--- src/rtl/clock_set_ctrl.sv ---
`default_nettype none
// ============================================================================
// Module   : clock_set_ctrl
// Brief    : Mode/advance sequencer and alarm ring FSM for the alarm clock.
//            Optional held-button auto-repeat is built when AUTO_REPEAT_EN is
//            defined.
// Revision : 1.0 - initial release
// ============================================================================
module clock_set_ctrl #(
  parameter int BUZZ_LEN   = 30,
  parameter int REPEAT_DLY = 2,
  parameter int REPEAT_PER = 1
) (
  input  logic       Pulse,
  input  logic       Reset,
  input  logic       Timeset,
  input  logic       Alarmset,
  input  logic       Minadv,
  input  logic       Hrsadv,
  input  logic       Dayadv,
  input  logic       Monthadv,
  input  logic       Dateadv,
  input  logic       Alarmon,
  input  logic       Match,
  output logic [1:0] Mode,
  output logic       TMinEn,
  output logic       THrsEn,
  output logic       TDayEn,
  output logic       TMonthEn,
  output logic       TDateEn,
  output logic       AMinEn,
  output logic       AHrsEn,
  output logic       SecClr,
  output logic       SecHold,
  output logic       DispAlarm,
  output logic       Buzz
);

  localparam int NBTN = 5;
  localparam logic [5:0] RING_LAST = 6'(BUZZ_LEN - 1);

  typedef enum logic [1:0] {
    MODE_RUN  = 2'b00,
    MODE_TSET = 2'b01,
    MODE_ASET = 2'b10
  } mode_e;

  typedef enum logic [1:0] {
    RING_IDLE    = 2'b00,
    RING_ACTIVE  = 2'b01,
    RING_LOCKOUT = 2'b10
  } ring_e;

  if (BUZZ_LEN < 1 || BUZZ_LEN > 63 || REPEAT_DLY < 1 || REPEAT_DLY > 15 ||
      REPEAT_PER < 1 || REPEAT_PER > 15) begin : g_param_check
    $error("clock_set_ctrl: parameter out of range");
  end

  mode_e            mode_q, mode_d;
  ring_e            ring_q, ring_d;
  logic [5:0]       ring_cnt_q, ring_cnt_d;
  logic [NBTN-1:0]  hist_q;
  logic [NBTN-1:0]  btn, btn_rise, adv;
  logic             tmin_en_q, thrs_en_q, tday_en_q, tmonth_en_q, tdate_en_q;
  logic             tmin_en_d, thrs_en_d, tday_en_d, tmonth_en_d, tdate_en_d;
  logic             amin_en_q, ahrs_en_q, amin_en_d, ahrs_en_d;
  logic             sec_clr_q, sec_hold_q, disp_alarm_q, buzz_q;
  logic             sec_clr_d, sec_hold_d, disp_alarm_d, buzz_d;
  logic             in_tset, in_aset;

  // Bit order: 0 min, 1 hours, 2 day, 3 month, 4 date.
  assign btn      = {Dateadv, Monthadv, Dayadv, Hrsadv, Minadv};
  assign btn_rise = btn & ~hist_q;

  always_comb begin
    mode_d = mode_q;
    case (mode_q)
      MODE_RUN: begin
        if (Timeset)       mode_d = MODE_TSET;
        else if (Alarmset) mode_d = MODE_ASET;
      end
      MODE_TSET: if (!Timeset)  mode_d = MODE_RUN;
      MODE_ASET: if (!Alarmset) mode_d = MODE_RUN;
      default:   mode_d = MODE_RUN;
    endcase
  end

  assign in_tset = (mode_d == MODE_TSET);
  assign in_aset = (mode_d == MODE_ASET);

`ifdef AUTO_REPEAT_EN
  localparam logic [3:0] RPT_DLY = 4'(REPEAT_DLY);
  localparam logic [3:0] RPT_PER = 4'(REPEAT_PER);

  logic [3:0]      rpt_q [NBTN];
  logic [3:0]      rpt_d [NBTN];
  logic [NBTN-1:0] rpt_fire;

  // Each counter holds the cycles left until the next repeat pulse; it only
  // arms on a fresh edge inside a set mode, so a button held across mode
  // entry stays silent.
  always_comb begin
    for (int i = 0; i < NBTN; i++) begin
      rpt_d[i]    = 4'd0;
      rpt_fire[i] = 1'b0;
      if (btn[i] && mode_d != MODE_RUN) begin
        if (btn_rise[i]) begin
          rpt_d[i] = RPT_DLY;
        end else if (rpt_q[i] == 4'd1) begin
          rpt_fire[i] = 1'b1;
          rpt_d[i]    = RPT_PER;
        end else if (rpt_q[i] != 4'd0) begin
          rpt_d[i] = rpt_q[i] - 4'd1;
        end
      end
    end
  end

  assign adv = btn_rise | rpt_fire;
`else
  assign adv = btn_rise;
`endif

  always_comb begin
    tmin_en_d    = adv[0] & in_tset;
    thrs_en_d    = adv[1] & in_tset;
    tday_en_d    = adv[2] & in_tset;
    tmonth_en_d  = adv[3] & in_tset;
    tdate_en_d   = adv[4] & in_tset;
    amin_en_d    = adv[0] & in_aset;
    ahrs_en_d    = adv[1] & in_aset;
    sec_clr_d    = in_tset;
    sec_hold_d   = in_tset;
    disp_alarm_d = in_aset;
  end

  // Leaving RUN aborts a ring on the same edge that changes the mode.
  always_comb begin
    ring_d     = ring_q;
    ring_cnt_d = ring_cnt_q;
    case (ring_q)
      RING_IDLE: begin
        if (Match && Alarmon && mode_d == MODE_RUN) begin
          ring_d     = RING_ACTIVE;
          ring_cnt_d = 6'd0;
        end
      end
      RING_ACTIVE: begin
        if (mode_d != MODE_RUN || !Alarmon || ring_cnt_q == RING_LAST) begin
          ring_d = RING_LOCKOUT;
        end else begin
          ring_cnt_d = ring_cnt_q + 6'd1;
        end
      end
      RING_LOCKOUT: if (!Match) ring_d = RING_IDLE;
      default:      ring_d = RING_IDLE;
    endcase
    buzz_d = (ring_d == RING_ACTIVE);
  end

  always_ff @(posedge Pulse or negedge Reset) begin
    if (!Reset) begin
      mode_q       <= MODE_RUN;
      ring_q       <= RING_IDLE;
      ring_cnt_q   <= 6'd0;
      hist_q       <= '0;
      tmin_en_q    <= 1'b0;
      thrs_en_q    <= 1'b0;
      tday_en_q    <= 1'b0;
      tmonth_en_q  <= 1'b0;
      tdate_en_q   <= 1'b0;
      amin_en_q    <= 1'b0;
      ahrs_en_q    <= 1'b0;
      sec_clr_q    <= 1'b0;
      sec_hold_q   <= 1'b0;
      disp_alarm_q <= 1'b0;
      buzz_q       <= 1'b0;
`ifdef AUTO_REPEAT_EN
      for (int i = 0; i < NBTN; i++) rpt_q[i] <= 4'd0;
`endif
    end else begin
      mode_q       <= mode_d;
      ring_q       <= ring_d;
      ring_cnt_q   <= ring_cnt_d;
      hist_q       <= btn;
      tmin_en_q    <= tmin_en_d;
      thrs_en_q    <= thrs_en_d;
      tday_en_q    <= tday_en_d;
      tmonth_en_q  <= tmonth_en_d;
      tdate_en_q   <= tdate_en_d;
      amin_en_q    <= amin_en_d;
      ahrs_en_q    <= ahrs_en_d;
      sec_clr_q    <= sec_clr_d;
      sec_hold_q   <= sec_hold_d;
      disp_alarm_q <= disp_alarm_d;
      buzz_q       <= buzz_d;
`ifdef AUTO_REPEAT_EN
      for (int i = 0; i < NBTN; i++) rpt_q[i] <= rpt_d[i];
`endif
    end
  end

  assign Mode      = mode_q;
  assign TMinEn    = tmin_en_q;
  assign THrsEn    = thrs_en_q;
  assign TDayEn    = tday_en_q;
  assign TMonthEn  = tmonth_en_q;
  assign TDateEn   = tdate_en_q;
  assign AMinEn    = amin_en_q;
  assign AHrsEn    = ahrs_en_q;
  assign SecClr    = sec_clr_q;
  assign SecHold   = sec_hold_q;
  assign DispAlarm = disp_alarm_q;
  assign Buzz      = buzz_q;

endmodule
`default_nettype wire

--- config.mk ---
export PLATFORM = sky130hd
export DESIGN_NAME = clock_set_ctrl
export DESIGN_NICKNAME = d
export VERILOG_FILES = /design/src/rtl/clock_set_ctrl.sv
export SDC_FILE = /design/constraint.sdc
export NUM_CORES = 1
export LEC_CHECK = 0
export ABC_AREA = 1
export CORE_MARGIN = 5
export CORE_UTILIZATION = 35
export CTS_BUF_LIST = sky130_fd_sc_hd__clkbuf_8
export DETAILED_ROUTE_END_ITERATION = 12
export PLACE_DENSITY = 0.7
export RECOVER_POWER = 25
export SETUP_SLACK_MARGIN = 0.1
export SYNTH_ARGS = -nofsm -noshare
export SYNTH_HDL_FRONTEND = slang
export SYNTH_SLANG_ARGS = --single-unit
--- constraint.sdc ---
create_clock -name Pulse -period 1.24 [get_ports Pulse]
set_input_delay 0.124 -clock Pulse [delete_from_list [all_inputs] [get_ports Pulse]]
set_output_delay 0.124 -clock Pulse [all_outputs]
set_load 0.005 [all_outputs]
; ---- Word-level counts from Yosys, hierarchy flattened
; Cells that the tools add are included.
[classes]
n_bitwise = 9
n_addsub = 1
eq_ne = 10
muxes = 12
n_reduce_logical = 11
[ops]
columns = operator, n
row1 = $mux 2, 7
row2 = $mux 6, 2
row3 = $pmux 2 s3, 2
row4 = $pmux 6 s2, 1
row5 = $eq 2x1->1 const B, 4
row6 = $and 1x1->1, 7
row7 = $add 6x1->6 const B, 1
row8 = $eq 2x2->1 const B, 3
row9 = $eq 6x5->1 const B, 1
row10 = $logic_not 2->1, 3
row11 = $and 5x5->5, 1
row12 = $not 5->5, 1
row13 = $ne 2x2->1 const B, 2
row14 = $reduce_bool 2->1, 2
row15 = $reduce_and 3->1, 1
row16 = $logic_and 1x1->1, 2
row17 = $logic_or 1x1->1, 2
row18 = $logic_not 1->1, 1
[totals]
regBits = 25
input_bits = 11
out_inout_bits = 13
elab_cells = 57

; ---- Logic depth before layout (Yosys ltp)
[logic_depth]
word_depth = 9
mapped_depth = 10
ltp_nobuf = 10

; ---- Least setup slack after synthesis
; OpenSTA, ideal clock, no wires.
[synth_path]
kind = reg-to-reg
start = register ring_cnt_q[0]
end = register ring_cnt_q[1]
slack_ns = 0.008
required_time_ns = 1.175
arrival_ns = 1.168
stages_incl_launch_ff = 8
setup_time_ns = 0.065
synth_period_minus_slack_ns = 1.232
n_path_buf = 0
cell_sequence = dfrtp_1 -> ha_1 -> nand2_1 -> nor2_1 -> nand2_1 -> nand3_2 -> or2_1 -> nand2_1
[synth_between]
elab_chain_cells = 4
elab_cells_between_ends = 7
cone_classes = add/sub: 1 / eq/ne: 2 / mux: 2 / reduce/logical: 2
[synth_rtl]
columns = element, line
row1 = "start, declared", 61  ; logic [5:0] ring_cnt_q, ring_cnt_d;
row2 = "start signal, assigned", 184  ; ring_cnt_q <= ring_cnt_d;
row3 = "parallel branches: the longest is 4 deep, another holds $add 6x1->6", -
; Parallel ways; which one is timed is not known. The select of a mux whose other input is x is not followed.
; A chain may end at the register's enable or synchronous reset.

; ---- Worst setup path after layout
[layout_path]
start = register ring_cnt_q[1]
end = register ring_cnt_q[2]
; The elaborated chain is that of the path after synthesis.

==> run metrics <==
status=finished with violations; failing checks=negative setup slack; number of flops mapped to enable cells by yosys=0; Simple-Gate Fraction of Synth Area=between 30 and 40%; Starting Density=35.4%; syn_area_per_cell=around 10 sq um; I/O pin count=24; mux contribution to synthesized area=0%; post-layout util=slightly above 50%; Reg clk slew, reported paths=approximately 0.090 ns; Mapped Cells=106; WHS=about 0.37 ns; Hold Path Class=primary input to asynchronous set/reset pin; largest net degree at the start of global routing=26; most used cell, CP=nand2_2; Cell Chain, Critical Path=inv_2 > ha_4 > nand2_2 > nor2_2 > nand2_2 > nand2_2 > nand2_4 > nand2_4 > nand2_1 > nand2_1; Clock Latency Late Sink=roughly 0.27 ns; main combinational cell family by area after synthesis=simple AND/OR/NAND/NOR gates; standard-cell row count=20; Setup crit end kind=register; synthesized cell area=~1100 sq um; crit-path leading delay family=simple AND/OR/NAND/NOR gates; xor-xnor portion of the synthesized cell area=2.49%; RSZ-0062 raised after global routing=yes; clk root buf=clkbuf_8; worst reg2reg path depth=10; #FFs+latches synth=25; setup ws final=-0.0565 ns; Synth cell types=17; Worst EP arrival=between 1.5 and 2 ns; Synth Flop Type=dfrtp_1; slew of the pin with the lowest slew margin=0.593 ns; global-route usage over all layers=a little under an eighth; DRC errors left=0; critical path's largest stage delay=0.41 ns; worst-path fanout max=6; area share of the largest cell type after synthesis=approximately 59%; hpwl dp=approximately 1600 um; Design Power=1.62 mW; CP startpoint kind=register; non-filler instance count after layout=roughly 180; Syn. warnings=0; critical path class=register to register; post-synth top area cell=dfrtp_1; fraction of layout cells with a size suffix above 1=25.9%; die area=around 4200 sq um; vias in the first global route=~850; Crit path buffers/inverters=1; final setup TNS=-0.271 ns; ANT nets after route=0; Max Freq=between 700 and 800 MHz; Die Height=~65 um; DRT iter0 DRCs=34; Antenna Cells=0; DR vias=784; Leakage=roughly 0.8 nW; Final Cell Area=roughly 1500 sq um; gpl congestion=about 0.84; Final Max Slew Viols=0; Commonest cells post-synth=29 x nand2_1, 25 x dfrtp_1, 14 x inv_1; Routed WL per cell=~13 um; core box area=roughly 3000 sq um; first-pass GRT wire length=3770 um; cts bufs inserted=3; TritonCTS clock tree=yes; post-synthesis compound-gate area fraction=0%; Setup Viol. Count Final=6; number of vias per cell=about 4.5; asr flop ratio synth=between 90% and 100%; Final nets=about 160; DR pass1 iterations=4; final hold vios=0; WP depth=10; register area share after synthesis=59.3%; CP max-delay cell=dfrtp_1; post-layout min period=roughly 1.3 ns; clock buffer depth=2; clock sinks=25; final worst-path cycle share=105%; filler cell count=~280; count leader, synth=nand2_1; Area contributors post-synth=dfrtp_1 59%, nand2_1 10%, inv_1 5.0%; slew margin rel.=just over 60%; drt total wl=about 2200 um; initial antenna violation count=0; Setup Skew=0.00324 ns; Die Wd=between 60 and 70 um; Max Cap Viol=0; placed insts=171; pre-CTS setup slack=-0.0647 ns; Post-CTS Hold Fix Bufs=0; Critical Path RT=1.45 ns; power per cell area=1080 nW/um^2; Overflow after GRT=0; Area Growth Syn to Fin=42.2%; adder and majority cell fraction of the synthesized area=around 2.4%; port bufs=23; Post-Place Cell Area=1400 sq um; H-Tree Depth=1; syn_nets=approximately 120; VDD IR max=between 0.5 and 0.6 mV
[layout make-up]
| class | instances | area [sq um] | area share [%] |
|---|---|---|---|
| flip-flops and latches | 25 | 626 | 41.7 |
| multi-input cells | 66 | 434 | 28.9 |
| repair buffers | 34 | 298 | 19.8 |
| inverters | 14 | 52.6 | 3.50 |
| clock buffers | 3 | 41.3 | 2.75 |
| well taps | 33 | 41.3 | 2.75 |
| clock inverters | 1 | 7.51 | 0.500 |
[worst register-to-register path, cell delays in order, from the launching register on]
cell	delay (ns)
dfrtp_1	0.41
inv_2	0.08
ha_4	0.12
nand2_2	0.05
nor2_2	0.12
nand2_2	0.10
nand2_2	0.09
nand2_4	0.06
nand2_4	0.09
nand2_1	0.05
nand2_1	0.07
[final timing paths]
kind,start,end,slack [ns]
max reg2reg,ring_cnt_q[1],ring_cnt_q[2],-0.06
min reg2reg,hist_q[4],TDateEn,0.40
max,ring_cnt_q[1],ring_cnt_q[2],-0.06
max in group asynchronous,Reset,ring_cnt_q[2],0.48
min,Reset,AHrsEn,0.37
min in group Pulse,hist_q[4],TDateEn,0.40
[cell families (layout without fill, tap and decap cells)]
logic type | Yosys count | in the layout
xor gates and xnor gates | 3 | 3
and+or+nand+nor | 61 | 61
DFF | 25 | 25
buffers and inverters | 15 | 52
adders and majority gates | 2 | 2
[where the power goes]
| part | switching, mW | internal, mW |
|---|---|---|
| Sequential | 0.0243 | 0.854 |
| Combinational | 0.130 | 0.115 |
| Clock | 0.269 | 0.228 |
[per-layer routing]
metal | vias up | global-route usage, % | share of wire, % | wire (um)
li1 | 393 | - | - | -
met1 | 376 | 14.5 | 41 | 893
met2 | 10 | 19.0 | 54 | 1200
met3 | 5 | 1.56 | 3.0 | 66
met4 | 0 | 6.86 | 2.3 | 50
met5 | - | 0 | 0 | 0
[cells in the final DEF, fill, tap and decap left out, drive strengths merged, types with 4 or more instances in the layout]
cell type      synthesis  layout
nand2                 36      36
dfrtp                 25      25
inv                   14      14
dlygate4sd2            0      13
nor2                  11      11
buf                    1      10
dlygate4sd3            0       6
nand3                  5       5
nor3                   4       4
clkdlybuf4s50          0       4
clkbuf                 0       4
[state kept, by name, summed over array words and instances, names as in the netlist]
register and cells:
hist_q 5, TMinEn 1, ring_q 2, ring_cnt_q 6, AHrsEn 1, AMinEn 1
TMonthEn 1, Mode 2, TDateEn 1, SecHold 1, Buzz 1, THrsEn 1
TDayEn 1, DispAlarm 1
[what timing repair did]
| item | in CTS | in global routing |
|---|---|---|
| resized for setup | 15 | 14 |
| pin swaps | 0 | 8 |
| setup buffers | 0 | 1 |
| hold endpoints to repair | 0 | 0 |
| endpoints found under the setup margin | 21 | 12 |
No activity file was read; power rests on OpenSTA's default activity.
==> RTL edit 1 (same settings) <==
Remove the register `ahrs_en_q`: a continuous assignment takes its place, so the output `AHrsEn` follows one clock earlier.
--- a/src/rtl/clock_set_ctrl.sv
+++ b/src/rtl/clock_set_ctrl.sv
@@ -170,7 +170,6 @@
       tmonth_en_q  <= 1'b0;
       tdate_en_q   <= 1'b0;
       amin_en_q    <= 1'b0;
-      ahrs_en_q    <= 1'b0;
       sec_clr_q    <= 1'b0;
       sec_hold_q   <= 1'b0;
       disp_alarm_q <= 1'b0;
@@ -189,7 +188,6 @@
       tmonth_en_q  <= tmonth_en_d;
       tdate_en_q   <= tdate_en_d;
       amin_en_q    <= amin_en_d;
-      ahrs_en_q    <= ahrs_en_d;
       sec_clr_q    <= sec_clr_d;
       sec_hold_q   <= sec_hold_d;
       disp_alarm_q <= disp_alarm_d;
@@ -199,6 +197,8 @@
 `endif
     end
   end
+
+  assign ahrs_en_q = ahrs_en_d;
 
   assign Mode      = mode_q;
   assign TMinEn    = tmin_en_q;
Function: changed (Yosys sat finds a counterexample within 4 cycles, from zero or initial values and one cycle with Reset low).
==> RTL edit 1 against the unedited design <==
The run still ends with negative setup slack left. Sequential power down 4.0%. Wire length decreased by 6.0%. Worst setup slack lost 11 ps. Critical path depth unchanged. Cell area fell by 0.75%. Sequential cell count shrank 1. Synthesized area is 2.4% lower. Total power is 0.50% lower. Combinational power increased by 6%.
==> RTL edit 1: results (changes against the unedited design) <==
* Status: finished with violations
* Violated checks: negative setup slack
* First-pass GRT wire length at 3270 um (-13%)
* Switching Share at 23.7% (-2.4 points)
* Pre-CTS WS at -479 ps (-414 ps)
* Layout cells sized above 1 at 30.1% (+4.2 points)
* Clock Power Share at 31.6% (+0.9 points)
* CTS buffer count at 3 (unchanged)
* Setup TNS at -396 ps (-126 ps)
* Gr usage total at 10.1% (-1.5 points)
* Final Non-Filler Cells at 174 (-1.1%)
* Top post-synthesis cells by count: 29 x nand2_1, 24 x dfrtp_1, 14 x inv_1, 9 x nor2_1
* Post-Syn Instances at 105 (-0.94%)
* DR vias/cell at 4.57 (+2.7%)
* Logic power comb at 0.259 mW (+6%)
* Register area share after synthesis at 58.3% (-0.99 points)
* Clock Skew at 3.04 ps (-0.201 ps)
* WL per Instance at 11.9 um (-4.9%)
* Final setup viols at 7 (+1)
* Slew headroom at 61.1% (+0.62 points)
* Tot Pwr at 1.61 mW (-0.50%)
* Final WS setup at -67.4 ps (-10.8 ps)
* Initial DRC count at 43 (+26%)
* Slowest stage delay, CP at 390 ps (-20 ps)
* Maximum vdd drop at 0.993 mV (+67%)
* LEAKAGE at 0.784 nW (-0.82%)
* Synth area leaders: dfrtp_1 58%, nand2_1 11%, inv_1 5.1%
* Routability cong. at 0.839 (about the same)
* Post-DP HPWL at 1510 um (-6.7%)
* Synth Net Count at 118 (-0.84%)
-- RTL edit 1: cell count changes after synthesis, sizes merged --
cell,unedited run,this run
dfrtp,25,24
-- RTL edit 1: metal layers --
| layer | GRT usage (%) | part of all wire, % | up-vias |
|---|---|---|---|
| met5 | 0 | 0 | - |
| li1 | - | - | 393 |
| met3 | 2.80 | 3.3 | 4 |
| met4 | 3.82 | 1.4 | 0 |
| met2 | 17.5 | 55 | 15 |
| met1 | 11.6 | 40 | 384 |
-- RTL edit 1: timing repair --
action,CTS,global route
buffers inserted,2,1
pin swaps,7,3
resized for setup,30,9
endpoints found under the setup margin,22,11
hold endpoints to repair,0,0
-- RTL edit 1: final cells by class --
cell class              count  area, um2
fillers                   240       1290
flip-flops and latches     24        601
multi-input cells          66        422
repair buffers             35        320
clock buffers               4       55.1
inverters                  14       52.6
well taps                  31       38.8
-- RTL edit 1: cell families (layout without fill, tap and decap cells) --
| group | count (synthesis) | count (layout) | share of synthesized area (%) |
|---|---|---|---|
| xor gates and xnor gates | 3 | 3 | 2.55 |
| DFF | 24 | 24 | 58.3 |
| adders and majority gates | 2 | 2 | 2.43 |
| and+or+nand+nor | 61 | 61 | 30.9 |
| buffers and inverters | 15 | 53 | 5.83 |
-- RTL edit 1: metrics by stage --
step / area, um2 / hold slack (ps) / utilization, %
after global routing: 1490 / 428 / 53.5
after CTS: 1470 / 218 / 52.9
after detailed placement: 1380 / 406 / 49.7
after floorplan: 1030 / -172 / -
after global placement: 1380 / 390 / 49.7
final: 1490 / 385 / 53.5
==> RTL edit 2 (same settings) <==
Made on the original files. Add a define of `AUTO_REPEAT_EN`.
--- a/src/rtl/clock_set_ctrl.sv
+++ b/src/rtl/clock_set_ctrl.sv
@@ -6,6 +6,8 @@
 //            defined.
 // Revision : 1.0 - initial release
 // ============================================================================
+`define AUTO_REPEAT_EN
+
 module clock_set_ctrl #(
   parameter int BUZZ_LEN   = 30,
   parameter int REPEAT_DLY = 2,
Behaviour: not the same (Yosys sat finds a counterexample within 4 cycles, from zero or initial values and one cycle with Reset low).
==> RTL edit 2 against the unedited design <==
Sequential cell count up 20. Synthesized area rose by 98%. Cell count is 110% higher. Count of clock-buffer cells in the layout is 4 higher. Total power increased by 83%. Cell area is 85% higher. Via count increased by 110%. Die area rose by 81%. Worst setup slack better by 120 ps. Wire length grew 84%. Combinational power increased by 72%.
==> RTL edit 2: results (changes against the unedited design) <==
* CTS buffer count at 5 (+2)
* Clock Skew at 5.57 ps (+2.33 ps)
* Largest registers: rpt_q: 20 flops, ring_cnt_q: 6 flops, hist_q: 5 flops
* Final hold slack at 408 ps (+37.1 ps)
* Pre-CTS WS at -108 ps (-43.3 ps)
* Clk_lat worst skew at 290 ps (+20 ps)
* Number of H-tree levels at 2 (+1)
* Register area share after synthesis at 54.0% (-5.4 points)
* Layout cells sized above 1 at 27.5% (+1.7 points)
* LEAKAGE at 1.33 nW (+68%)
* Largest net degree at the start of global routing at 46 (+77%)
* Status: finished, final reports clean
* Fmax at 851 MHz (+10%)
* CP startpoint: Mode[1]$_DFF_PN0_
* Initial DRC count at 65 (+91%)
* Gr usage total at 11.4% (-0.26 points)
* Slowest stage delay, CP at 380 ps (-30 ps)
* Top post-synthesis cells by count: 45 x dfrtp_1, 44 x nand2_1, 38 x nor2_1, 35 x inv_1, 17 x a21oi_1
* Yosys cell types at 24 (+7)
* Asr flop ratio synth at 100% (unchanged)
* Dpl cells at 345 (+100%)
* Synth area leaders: dfrtp_1 54%, nand2_1 7.9%, nor2_1 6.8%
* Final Non-Filler Cells at 362 (+110%)
* Worst hold path type: input pin to register
* Reg-to-reg setup timing slack at 90 ps (+150 ps)
* Vias at 1658 (+110%)
* Maximum vdd drop at 0.518 mV (-13%)
* Launching point of the worst reg2reg path: ring_cnt_q[0]$_DFFE_PN0P_
* Critical Path Fanout Max at 2 (-4)
* Slew @ Worst Pin at 614 ps (+20.6 ps)
* WL per Instance at 11.2 um (-10%)
* Post-DP HPWL at 2800 um (+72%)
* RR Endpoint: ring_cnt_q[3]$_DFFE_PN0P_
* First-pass GRT wire length at 6820 um (+81%)
* R2R cell count at 6 (-4)
* CP endpoint: Mode[1]
* Nets at 299 (+90%)
* Routability cong. at 0.832 (-0.78%)
==> RTL edit 2: stage by stage <==
| step | setup TNS, ps | area [um2] | power [mW] |
|---|---|---|---|
| floorplan | 0 | 2090 | 1.76 |
| global placement | -1420 | 2490 | 1.94 |
| detailed placement | -2020 | 2490 | 1.95 |
| CTS | 0 | 2650 | 2.96 |
| global route | 0 | 2780 | 3.11 |
| finish | 0 | 2780 | 2.96 |
==> RTL edit 2: layer usage <==
layer	up-vias	track usage, %	part of all wire [%]
li1	843	-	-
met4	0	3.35	0.81
met1	780	14.2	45
met5	-	0	0
met2	31	19.0	49
met3	4	3.41	4.7
==> RTL edit 2: kinds of logic after synthesis <==
logic type | after synthesis | synth area share (%)
buffers and inverters | 37 | 6.95
xor gates and xnor gates | 2 | 0.839
and+or+nand+nor | 124 | 29.7
DFF | 45 | 54.0
AOI/OAI and AO/OA | 28 | 7.31
adders and majority gates | 2 | 1.20
==> RTL edit 2: layout make-up <==
class / count / area (um2)
flip-flops and latches: 45 / 1130
well taps: 75 / 93.8
multi-input cells: 157 / 966
repair buffers: 41 / 352
inverters: 36 / 143
clock inverters: 1 / 5.00
clock buffers: 7 / 96.3
fillers: 551 / 3070
==> RTL edit 2: timing repair <==
action	4_1_cts	5_1_grt
endpoints found under the setup margin	27	32
cloned	1	0
pin swaps	1	7
setup buffers	1	6
resized for setup	25	34
hold buffers	1	0
hold endpoints to repair	45	0
==> RTL edit 2: worst max-delay path, delay by kind of cell (launching register included) <==
kind,cells,cell delay [ps]
buffers and inverters,2,390
flip-flops,1,380
==> RTL edit 2: report_power, final <==
part / switching (mW) / internal, mW
sequential: 0.0446 / 1.52
combinational: 0.232 / 0.189
clock: 0.476 / 0.504
